## src/rtl/uart_tx_pkg.sv

```systemverilog
// Shared definitions for the UART transmit frame sequencer: state encoding and TX mux codes.
package uart_tx_pkg;

    typedef enum logic [2:0] {
        ST_IDLE   = 3'd0,
        ST_START  = 3'd1,
        ST_DATA   = 3'd2,
        ST_PARITY = 3'd3,
        ST_STOP   = 3'd4
    } state_t;

    localparam logic [1:0] MUX_START = 2'b00;
    localparam logic [1:0] MUX_STOP  = 2'b01;
    localparam logic [1:0] MUX_DATA  = 2'b10;
    localparam logic [1:0] MUX_PAR   = 2'b11;

    // Line source selected while sitting in a given state.
    function automatic logic [1:0] mux_decode(input state_t s);
        case (s)
            ST_START:  return MUX_START;
            ST_DATA:   return MUX_DATA;
            ST_PARITY: return MUX_PAR;
            default:   return MUX_STOP;
        endcase
    endfunction

endpackage

```

## src/rtl/uart_tx_bit_cnt.sv

```systemverilog
// Clear/enable up-counter that saturates at TERMINAL and flags it; tracks data bits sent.
module uart_tx_bit_cnt #(
    parameter int WIDTH    = 3,
    parameter int TERMINAL = 7
) (
    input  logic clk,
    input  logic srst,
    input  logic clr,
    input  logic en,
    output logic tc
);

    localparam logic [WIDTH-1:0] TC_VAL = WIDTH'(TERMINAL);

    logic [WIDTH-1:0] count_reg;

    always_ff @(posedge clk) begin
        if (srst || clr) begin
            count_reg <= '0;
        end else if (en && !tc) begin
            count_reg <= count_reg + 1'b1;
        end
    end

    assign tc = (count_reg == TC_VAL);

endmodule

```

## src/rtl/uart_tx_fsm.sv

```systemverilog
// UART transmit frame sequencer: start, data (LSB first), optional parity, 1..2 stop bits.
// One state cycle per bit time; back-to-back frames are accepted in the last stop cycle.
module uart_tx_fsm
    import uart_tx_pkg::*;
#(
    parameter int DATA_WIDTH = 8,
    parameter int STOP_BITS  = 1
) (
    input  logic       CLK,
    input  logic       RST,
    input  logic       DATA_VALID,
    input  logic       PAR_EN,
    output logic       ser_load,
    output logic       ser_shift,
    output logic       par_load,
    output logic [1:0] mux_sel,
    output logic       busy
);

    localparam int BIT_CNT_W = $clog2(DATA_WIDTH);

    state_t     state_reg;
    state_t     state_next;
    logic       par_en_reg;
    logic       stop_cnt_reg;
    logic [1:0] mux_sel_reg;
    logic       busy_reg;
    logic       ser_shift_reg;

    logic accept;
    logic stop_last;
    logic bit_clr;
    logic bit_en;
    logic bit_tc;

    uart_tx_bit_cnt #(
        .WIDTH    (BIT_CNT_W),
        .TERMINAL (DATA_WIDTH - 1)
    ) u_bit_cnt (
        .clk  (CLK),
        .srst (RST),
        .clr  (bit_clr),
        .en   (bit_en),
        .tc   (bit_tc)
    );

    assign stop_last = (stop_cnt_reg == 1'(STOP_BITS - 1));
    assign accept    = DATA_VALID &&
                       ((state_reg == ST_IDLE) || ((state_reg == ST_STOP) && stop_last));

    always_comb begin
        state_next = state_reg;
        bit_clr    = 1'b1;
        bit_en     = 1'b0;
        case (state_reg)
            ST_IDLE: begin
                if (accept) state_next = ST_START;
            end
            ST_START: begin
                state_next = ST_DATA;
            end
            ST_DATA: begin
                bit_clr = 1'b0;
                bit_en  = 1'b1;
                if (bit_tc) state_next = par_en_reg ? ST_PARITY : ST_STOP;
            end
            ST_PARITY: begin
                state_next = ST_STOP;
            end
            ST_STOP: begin
                if (stop_last) state_next = accept ? ST_START : ST_IDLE;
            end
            default: begin
                state_next = ST_IDLE;
            end
        endcase
    end

    // Moore outputs are registered from the next state so they line up with state_reg.
    always_ff @(posedge CLK) begin
        if (RST) begin
            state_reg     <= ST_IDLE;
            par_en_reg    <= 1'b0;
            stop_cnt_reg  <= 1'b0;
            mux_sel_reg   <= MUX_STOP;
            busy_reg      <= 1'b0;
            ser_shift_reg <= 1'b0;
        end else begin
            state_reg <= state_next;
            if (accept) par_en_reg <= PAR_EN;
            if ((state_reg == ST_STOP) && !stop_last) begin
                stop_cnt_reg <= stop_cnt_reg + 1'b1;
            end else begin
                stop_cnt_reg <= 1'b0;
            end
            mux_sel_reg   <= mux_decode(state_next);
            busy_reg      <= (state_next != ST_IDLE);
            ser_shift_reg <= (state_next == ST_DATA);
        end
    end

    assign ser_load  = accept;
    assign par_load  = accept;
    assign mux_sel   = mux_sel_reg;
    assign busy      = busy_reg;
    assign ser_shift = ser_shift_reg;

endmodule

```

## config.mk

```make
export PLATFORM = sky130hd
export DESIGN_NAME = uart_tx_fsm
export DESIGN_NICKNAME = d
export VERILOG_FILES = /design/src/rtl/uart_tx_pkg.sv /design/src/rtl/uart_tx_bit_cnt.sv /design/src/rtl/uart_tx_fsm.sv
export SDC_FILE = /design/constraint.sdc
export NUM_CORES = 1
export LEC_CHECK = 0
export CAP_MARGIN = 20
export CORE_AREA = 5 5 42 44
export DETAILED_ROUTE_END_ITERATION = 6
export DIE_AREA = 0 0 47 49
export PLACE_DENSITY = 0.63
export SLEW_MARGIN = 0
export SYNTH_ARGS = -nofsm -noshare
export SYNTH_HDL_FRONTEND = slang
export SYNTH_HIERARCHICAL = 1
export SYNTH_SLANG_ARGS = --single-unit
```

## constraint.sdc

```tcl
create_clock -name CLK -period 2.23 [get_ports CLK]
set_clock_uncertainty 0.05 [all_clocks]
set_input_delay 0.446 -clock CLK [delete_from_list [all_inputs] [get_ports CLK]]
set_output_delay 0.446 -clock CLK [all_outputs]
set_load 0.005 [all_outputs]
```

Word level (Yosys, flattened, before mapping)
Index checks and enable logic that the tools add are counted.
Storage, ports and cells
  memories kept: 0
  output and inout port bits: 6
  register bits: 12
  memory bits (writable): 0
  bits in latches: 0
  memory bits (read-only): 0
  word-level logic and storage cells: 38
Cells by class
  $mul: 0
  order comparisons: 0
  divide/modulo/power cells: 0
  $add $sub $neg: 2
  bitwise gates (word level): 2
  reductions and logical operators: 10
  equal/unequal tests: 8
  shift-type cells: 0
  multiplexer cells: 9
Operators with widths (number)
  $pmux 3 s5: 1
  $eq 3x2->1 const B: 4
  $mux 3: 4
  $eq 3x1->1 const B: 2
  $eq 3x3->1 const B: 2
  $pmux 2 s3: 1
  $logic_and 1x1->1: 4
  $add 3x1->3 const B: 1
  $logic_not 3->1: 1
  $mux 1: 3
  $reduce_bool 3->1: 1
  $logic_or 1x1->1: 2
  $not 1->1: 2
  $reduce_or 2->1: 1
  $add 1x1->1 const B: 1
  $logic_not 1->1: 1

Logic depth before layout (Yosys ltp)
Gate-level depths: netlist of the first run.
  depth after elaboration: 9
  gate-level depth with buffers: 7

Modules after synthesis
The synthesis of the first run kept the hierarchy.
Modules (own cells, without submodules)
  uart_tx_fsm: seq. area each 180.2 um^2, cells each 41, times used 1, area each 382.9 um^2
  uart_tx_bit_cnt: seq. area each 60.1 um^2, cells each 12, times used 1, area each 142.6 um^2

Worst setup path before layout of the first run
Ideal clock, no wire load.
  path kind: register to register
  start point: register u_bit_cnt.count_reg[0]
  end point: register mux_sel_reg[0], in the netlist mux_sel[0]
  required time: 2.063 ns
  data arrival time: 1.405 ns
  path slack: 0.658 ns
  cell stages (with the launch flop): 7
  clock period less this slack: 1.572 ns
  path through: dfxtp_1 -> ha_1 -> ha_1 -> nand2b_1 -> a21oi_2 -> or3_4 -> a32o_1
On the way
  cells in the longest elaborated chain, start to end: 5
Ends and longest elaborated chain
  start: declaration: line uart_tx_bit_cnt.sv:15  | logic [WIDTH-1:0] count_reg;
  start signal: assignment: line uart_tx_bit_cnt.sv:21  | count_reg <= count_reg + 1'b1;
  $eq 3x3->1 *: line uart_tx_bit_cnt.sv:25  | assign tc = (count_reg == TC_VAL);
  named net bit_tc: line uart_tx_fsm.sv:34  | logic bit_tc;
  $mux 3 *: line uart_tx_fsm.sv:65  | if (bit_tc) state_next = par_en_reg ? ST_PARITY : ST_STOP;
  $pmux 3 s5 *: line uart_tx_fsm.sv:55  | case (state_reg)
  $eq 3x2->1 / $eq 3x1->1 (equally long branches): line uart_tx_pkg.sv:19  | case (s)
  $pmux 2 s3 *: line uart_tx_pkg.sv:19
  end signal: assignment: line uart_tx_fsm.sv:96  | mux_sel_reg <= mux_decode(state_next);
  end: declaration: line uart_tx_fsm.sv:26  | logic [1:0] mux_sel_reg;
Mark *: on every way through the listed nets, which the timed path passes. The rest lies on a longest branch.
A chain may end at the register's enable or synchronous reset.

Worst setup path after layout of the first run
  start point: input DATA_VALID
  end point: output ser_load
On the way
  cells in the longest elaborated chain, start to end: 1
Ends and longest elaborated chain
  start: declaration: line uart_tx_fsm.sv:11  | input logic DATA_VALID,
  $logic_and 1x1->1: line uart_tx_fsm.sv:48  | assign accept = DATA_VALID &&
  end: declaration: line uart_tx_fsm.sv:13  | output logic ser_load,
Every way passes these cells.

==> impl_metrics.ini, run 1 <==
[die]
die_w_um = 47
die_area_um2 = 2300
boundaryPins = 10
start_util_pct = 37.5
std_cell_rows = 14
dieHeight_um = 49
coreArea_um2 = 1400

[clock_network]
postCtsResizedCells = 0
htree_levels = 1
cts_max_path_buffers = 2
cts_num_sinks = 12
cts_tree = yes
insertion_delay_ps = 280
cts_made_buffers = 3
root_buffer = clkbuf_4
post_cts_buffers = 0
hold_buffers = 0
clk_pin_slew_ps = 80

[min_path]
worstHoldPathType = reg2reg

[setup_path]
path_cells = clkdlybuf4s50_1 -> and3_1 -> clkdlybuf4s50_1
critical_path.top_delay_family = buffers and inverters
cp_common_cell = clkdlybuf4s50_1
max_stage_delay_ps = 520
cp.required_ps = 1730
critPathSlowestCell = clkdlybuf4s50_1
setup.worst_path.class = in2out
path_max_fanout = 3
arrival_ps = 1580
critPathLaunchType = input port
worst-path-buf-inv = 2
worstSetupEndpointType = primary output

[synth]
syn_area_per_cell_um2 = 9.92
yosys_warnings = 6
yosysMostFrequentCell = dfxtp_1
yosysSeqAreaShare_pct = 45.7
synth_fp_nets = 59
synth_cell_types = 29
ys_ff_latch = 12
syn_area_um2 = 526
synthCells = 53
ys_dominant_reg_cell = dfxtp_1
synth-edff-count = 0
synth_top_area_cell = dfxtp_1
synth-async-reset-ratio_pct = 0
synth_area_leaders = dfxtp_1 46%, mux2i_1 5.7%, ha_1 4.8%
yosysTopAreaCellShare_pct = 45.7

[sta]
rsz0062_at_grt = no
fin_setup_tns_ps = 0
max_freq_mhz = 481
fin_crit_sh_pct = 93.2
hold_viol_final = 0
setup_violations = 0
post-route-min-period_ps = 2080
finalMaxSlewViolations = 0

[finish]
antennaDiodeCount = 0
drive_gt1_share_pct = 18.2
layout.nets = 73
areaGrowthSynthToFinish_pct = 28.6

[routing]
via_per_inst = 4.87
finalWirelength_um = 917
drtAntennaViolNets = 0
dr.pass1.iters = 4
wl_per_cell_um = 11.2
drtIter0Drc = 6
num_vias = 399
drcViolationCount = 0

[power_and_ir_drop]
total_power_mw = 0.486
power_density_nw_per_um2 = 720
vdd_drop_max_mv = 0.296
p_leak_nw = 0.296

[placed_design]
hpwl_um = 660
place_congestion = 0.727
port-buffer-count = 9

[global_routing]
globalRouteOverflowTotal = 0
antenna_found_initial = 0
grt_start_max_net_pins = 8
grtUsageTotal_pct = 9.95
grt_pass1_wl_mm = 1.59
first_global_vias = 373

[job]
maxCapViolations = 0

[outcome]
status = completed
[per-layer routing]
| layer | global-route usage, % | vias up | share of wire, % |
|---|---|---|---|
| li1 | - | 207 | - |
| met1 | 11.9 | 178 | 43 |
| met2 | 12.9 | 10 | 46 |
| met3 | 4.43 | 4 | 6.8 |
| met4 | 8.29 | 0 | 3.5 |
| met5 | 0 | - | 0 |
[cell families (layout without fill, tap and decap cells)]
kind of cell | Yosys count | after routing | synth area share, %
AOI/OAI and AO/OA | 8 | 8 | 11.2
xor gates and xnor gates | 1 | 1 | 1.67
adders and majority gates | 2 | 2 | 4.76
buffers and inverters | 5 | 18 | 4.29
DFF | 12 | 12 | 45.7
muxes | 3 | 3 | 5.71
other | 1 | 1 | 0.714
and+or+nand+nor | 21 | 21 | 26.0
[cells in the final DEF (no fill, tap or decap), types with 2 or more instances in the layout]
| master | count |
|---|---|
| dfxtp_1 | 12 |
| and2_1 | 2 |
| mux2i_1 | 3 |
| clkdlybuf4s50_1 | 9 |
| and2b_2 | 2 |
| buf_4 | 2 |
| ha_1 | 2 |
| inv_1 | 3 |
| clkbuf_4 | 3 |
| nand2_1 | 3 |
| nor2_1 | 3 |
| nor3_1 | 3 |
[tightest hold or removal path, stage by stage (launching register included)]
cell and delay (ps):
dfxtp_1 320, mux2i_1 120, nor3_1 50
[cell type report]
cell class | count | area, um2
timing repair buffer | 11 | 105
fill | 143 | 726
clock buffer | 4 | 36.3
multi-input combinational | 36 | 263
tap | 16 | 20.0
inverter | 3 | 11.3
sequential | 12 | 240
[through the flow]
step	instances	utilization [%]	cell area [um2]	setup WS (ps)	hold WS, ps
final	82	48.2	676	151	476
after global routing	82	48.2	676	108	521
after CTS	82	48.2	676	142	486
after detailed placement	78	45.6	639	141	474
after global placement	78	45.6	639	167	472
after floorplan	53	-	526	658	447
[report_power, final]
part / internal [mW] / switching, mW / total (mW)
Clock: 0.0994 / 0.0787 / 0.178
Sequential: 0.227 / 0.00789 / 0.235
Combinational: 0.0465 / 0.0268 / 0.0733
Total: 0.373 / 0.113 / 0.486
[path summary, 6_finish.rpt]
check | end | cells past startpoint | from | slack (ps)
setup reg to reg | mux_sel[0]$_SDFF_PP1_ | 6 | u_bit_cnt/count_reg[0]$_SDFFE_PP0P_ | 580
setup / recovery | ser_load | 3 | DATA_VALID | 150
hold / removal | u_bit_cnt/count_reg[1]$_SDFFE_PP0P_ | 2 | u_bit_cnt/count_reg[1]$_SDFFE_PP0P_ | 480
hold reg to reg | u_bit_cnt/count_reg[1]$_SDFFE_PP0P_ | 2 | u_bit_cnt/count_reg[1]$_SDFFE_PP0P_ | 480
Power figures use the tool's default switching activity.
==> run 2, diff against run 1 <==
--- a/config.mk
+++ b/config.mk
@@ -5,11 +5,12 @@
 export SDC_FILE = /design/constraint.sdc
 export NUM_CORES = 1
 export LEC_CHECK = 0
+export ABC_AREA = 1
 export CAP_MARGIN = 20
 export CORE_AREA = 5 5 42 44
 export DETAILED_ROUTE_END_ITERATION = 6
 export DIE_AREA = 0 0 47 49
-export PLACE_DENSITY = 0.63
+export PLACE_DENSITY = 0.64
 export SLEW_MARGIN = 0
 export SYNTH_ARGS = -nofsm -noshare
 export SYNTH_HDL_FRONTEND = slang
==> run 2 against run 1 <==
  * Synthesized cell count is 38% higher
  * Combinational power is 2% lower
  * Worst setup slack worse by 3.3 ps
  * Sequential cell count stayed put
  * Largest cell class is now flip-flops and latches
==> impl_metrics.ini, run 2 <==
[clock_network]
cts_tree = yes
cts_num_sinks = 12
cts_made_buffers = 3
clk_pin_slew_ps = 80
cts_max_path_buffers = 2
post_cts_buffers = 0
root_buffer = clkbuf_4
insertion_delay_ps = 270
htree_levels = 1
hold_buffers = 0
postCtsResizedCells = 0

[routing]
num_vias = 430
finalWirelength_um = 978
wl_per_cell_um = 9.59
dr.pass1.iters = 4
drtAntennaViolNets = 0
via_per_inst = 4.22
drcViolationCount = 0
drtIter0Drc = 3

[placed_design]
hpwl_um = 756
port-buffer-count = 9
dp_slack_ps = 134
place_congestion = 0.870

[synth]
synth_cell_types = 16
yosysTopAreaCellShare_pct = 44.7
synth_fp_nets = 79
ys_ff_latch = 12
synth_top_area_cell = dfxtp_1
ys_top_cells_by_count = 14 x inv_1, 14 x nor2_1, 13 x nand2_1
yosys_warnings = 6
synth_area_leaders = dfxtp_1 45%, inv_1 9.8%, nor2_1 9.8%
ys_dominant_reg_cell = dfxtp_1
syn_area_per_cell_um2 = 7.37
yosysSeqAreaShare_pct = 44.7
synthCells = 73
syn_area_um2 = 538
synth-async-reset-ratio_pct = 0
synth-edff-count = 0

[sta]
fin_setup_tns_ps = 0
hold_viol_final = 0
rsz0062_at_grt = no
fin_hold_ws_ps = 442
fin_crit_sh_pct = 93.4
post-route-min-period_ps = 2080
max_freq_mhz = 480
fin_ws_ps = 148
setup_violations = 0
finalMaxSlewViolations = 0

[setup_path]
r2r_slack_ps = 870
r2r-start = u_bit_cnt/count_reg[0]$_SDFFE_PP0P_
rr_worst_depth = 7
path_max_fanout = 3
regToRegEndpoint = busy$_SDFF_PP0_
critPathLaunchType = input port
setup.worst_path.class = in2out
arrival_ps = 1590
worstSetupEndpointType = primary output
cp.required_ps = 1730

[die]
coreArea_um2 = 1400
std_cell_rows = 14
die_area_um2 = 2300
boundaryPins = 10
start_util_pct = 38.4
dieHeight_um = 49
die_w_um = 47

[power_and_ir_drop]
pwr-share-comb_pct = 14.9
intPower_mw = 0.365
p_sw_mw = 0.119
power_density_nw_per_um2 = 707
seq_power_share_pct = 48.6
netSwitchingFraction_pct = 24.7
p_clk_share_pct = 36.5
vdd_drop_max_mv = 0.398
p_leak_nw = 0.326

[finish]
areaGrowthSynthToFinish_pct = 27.2
antennaDiodeCount = 0
final_cell_mix = 14 x inv_1, 14 x nor2_1, 13 x nand2_1, 12 x dfxtp_1, 9 x clkdlybuf4s50_1
multi_input_area_um2 = 234
drive_gt1_share_pct = 14.0
layout.nets = 93
regArea_um2 = 240
n_fill_cell = 150

[min_path]
holdCritStartpoint = u_bit_cnt/count_reg[1]$_SDFFE_PP0P_
whs_path_depth = 2
worstHoldPathType = reg2reg
hold-path-endpoint = u_bit_cnt/count_reg[1]$_SDFFE_PP0P_

[global_routing]
globalRouteOverflowTotal = 0
antenna_found_initial = 0
grt_pass1_wl_mm = 1.70
first_global_vias = 413
grtUsageTotal_pct = 10.0
grt_start_max_net_pins = 8

[job]
maxCapViolations = 0

[outcome]
status = completed
## run 2: worst max-delay path by stage
stage / start / slack (ps) / end
floorplan: state_reg[0]$_SDFF_PP0_ / 930 / ser_load
global placement: DATA_VALID / 140 / ser_load
detailed placement: DATA_VALID / 130 / ser_load
CTS: DATA_VALID / 130 / ser_load
global route: DATA_VALID / 100 / ser_load
finish: DATA_VALID / 150 / ser_load
## run 2: routing by layer
layer / wire length (um) / global-route usage [%] / vias up
met5: 0 / 0 / -
met3: 30 / 2.58 / 2
li1: - / - / 243
met2: 464 / 14.7 / 5
met1: 470 / 12.9 / 180
met4: 13 / 5.53 / 0
## run 2: critical path, stage by stage
cell,delay (ps)
clkdlybuf4s50_1,470
nand3_2,80
inv_1,90
clkdlybuf4s50_1,500
## run 2: kinds of logic (layout without fill, tap and decap cells)
family / count (synthesis) / in the layout / share of synthesized area, %
AOI/OAI and AO/OA: 3 / 3 / 3.49
other: 1 / 1 / 0.697
and+or+nand+nor: 39 / 39 / 34.7
buffers and inverters: 16 / 29 / 11.9
DFF: 12 / 12 / 44.7
adders and majority gates: 2 / 2 / 4.65
## run 2: cell type report
cell class              instances  area share [%]
inverters                      15            8.23
clock buffers                   4            5.30
flip-flops and latches         12            35.1
multi-input cells              45            34.2
well taps                      16            2.93
repair buffers                 10            14.3
## run 2: power by group through the flow
stage / Clock (mW) / Sequential, mW / Combinational (mW)
after CTS: 0.179 / 0.235 / 0.0734
after detailed placement: 0 / 0.240 / 0.0730
final: 0.177 / 0.235 / 0.0722
after global routing: 0.197 / 0.237 / 0.0815
after global placement: 0 / 0.240 / 0.0723
after floorplan: 0 / 0.240 / 0.0392
## run 2: metrics by stage
stage / instance area (um2) / utilization [%] / cells / power, mW
2_1_floorplan: 538 / - / 73 / 0.279
3_3_place_gp: 648 / 46.3 / 98 / 0.312
3_5_place_dp: 648 / 46.3 / 98 / 0.313
4_1_cts: 684 / 48.8 / 102 / 0.488
5_1_grt: 684 / 48.8 / 102 / 0.516
6_report: 684 / 48.8 / 102 / 0.484
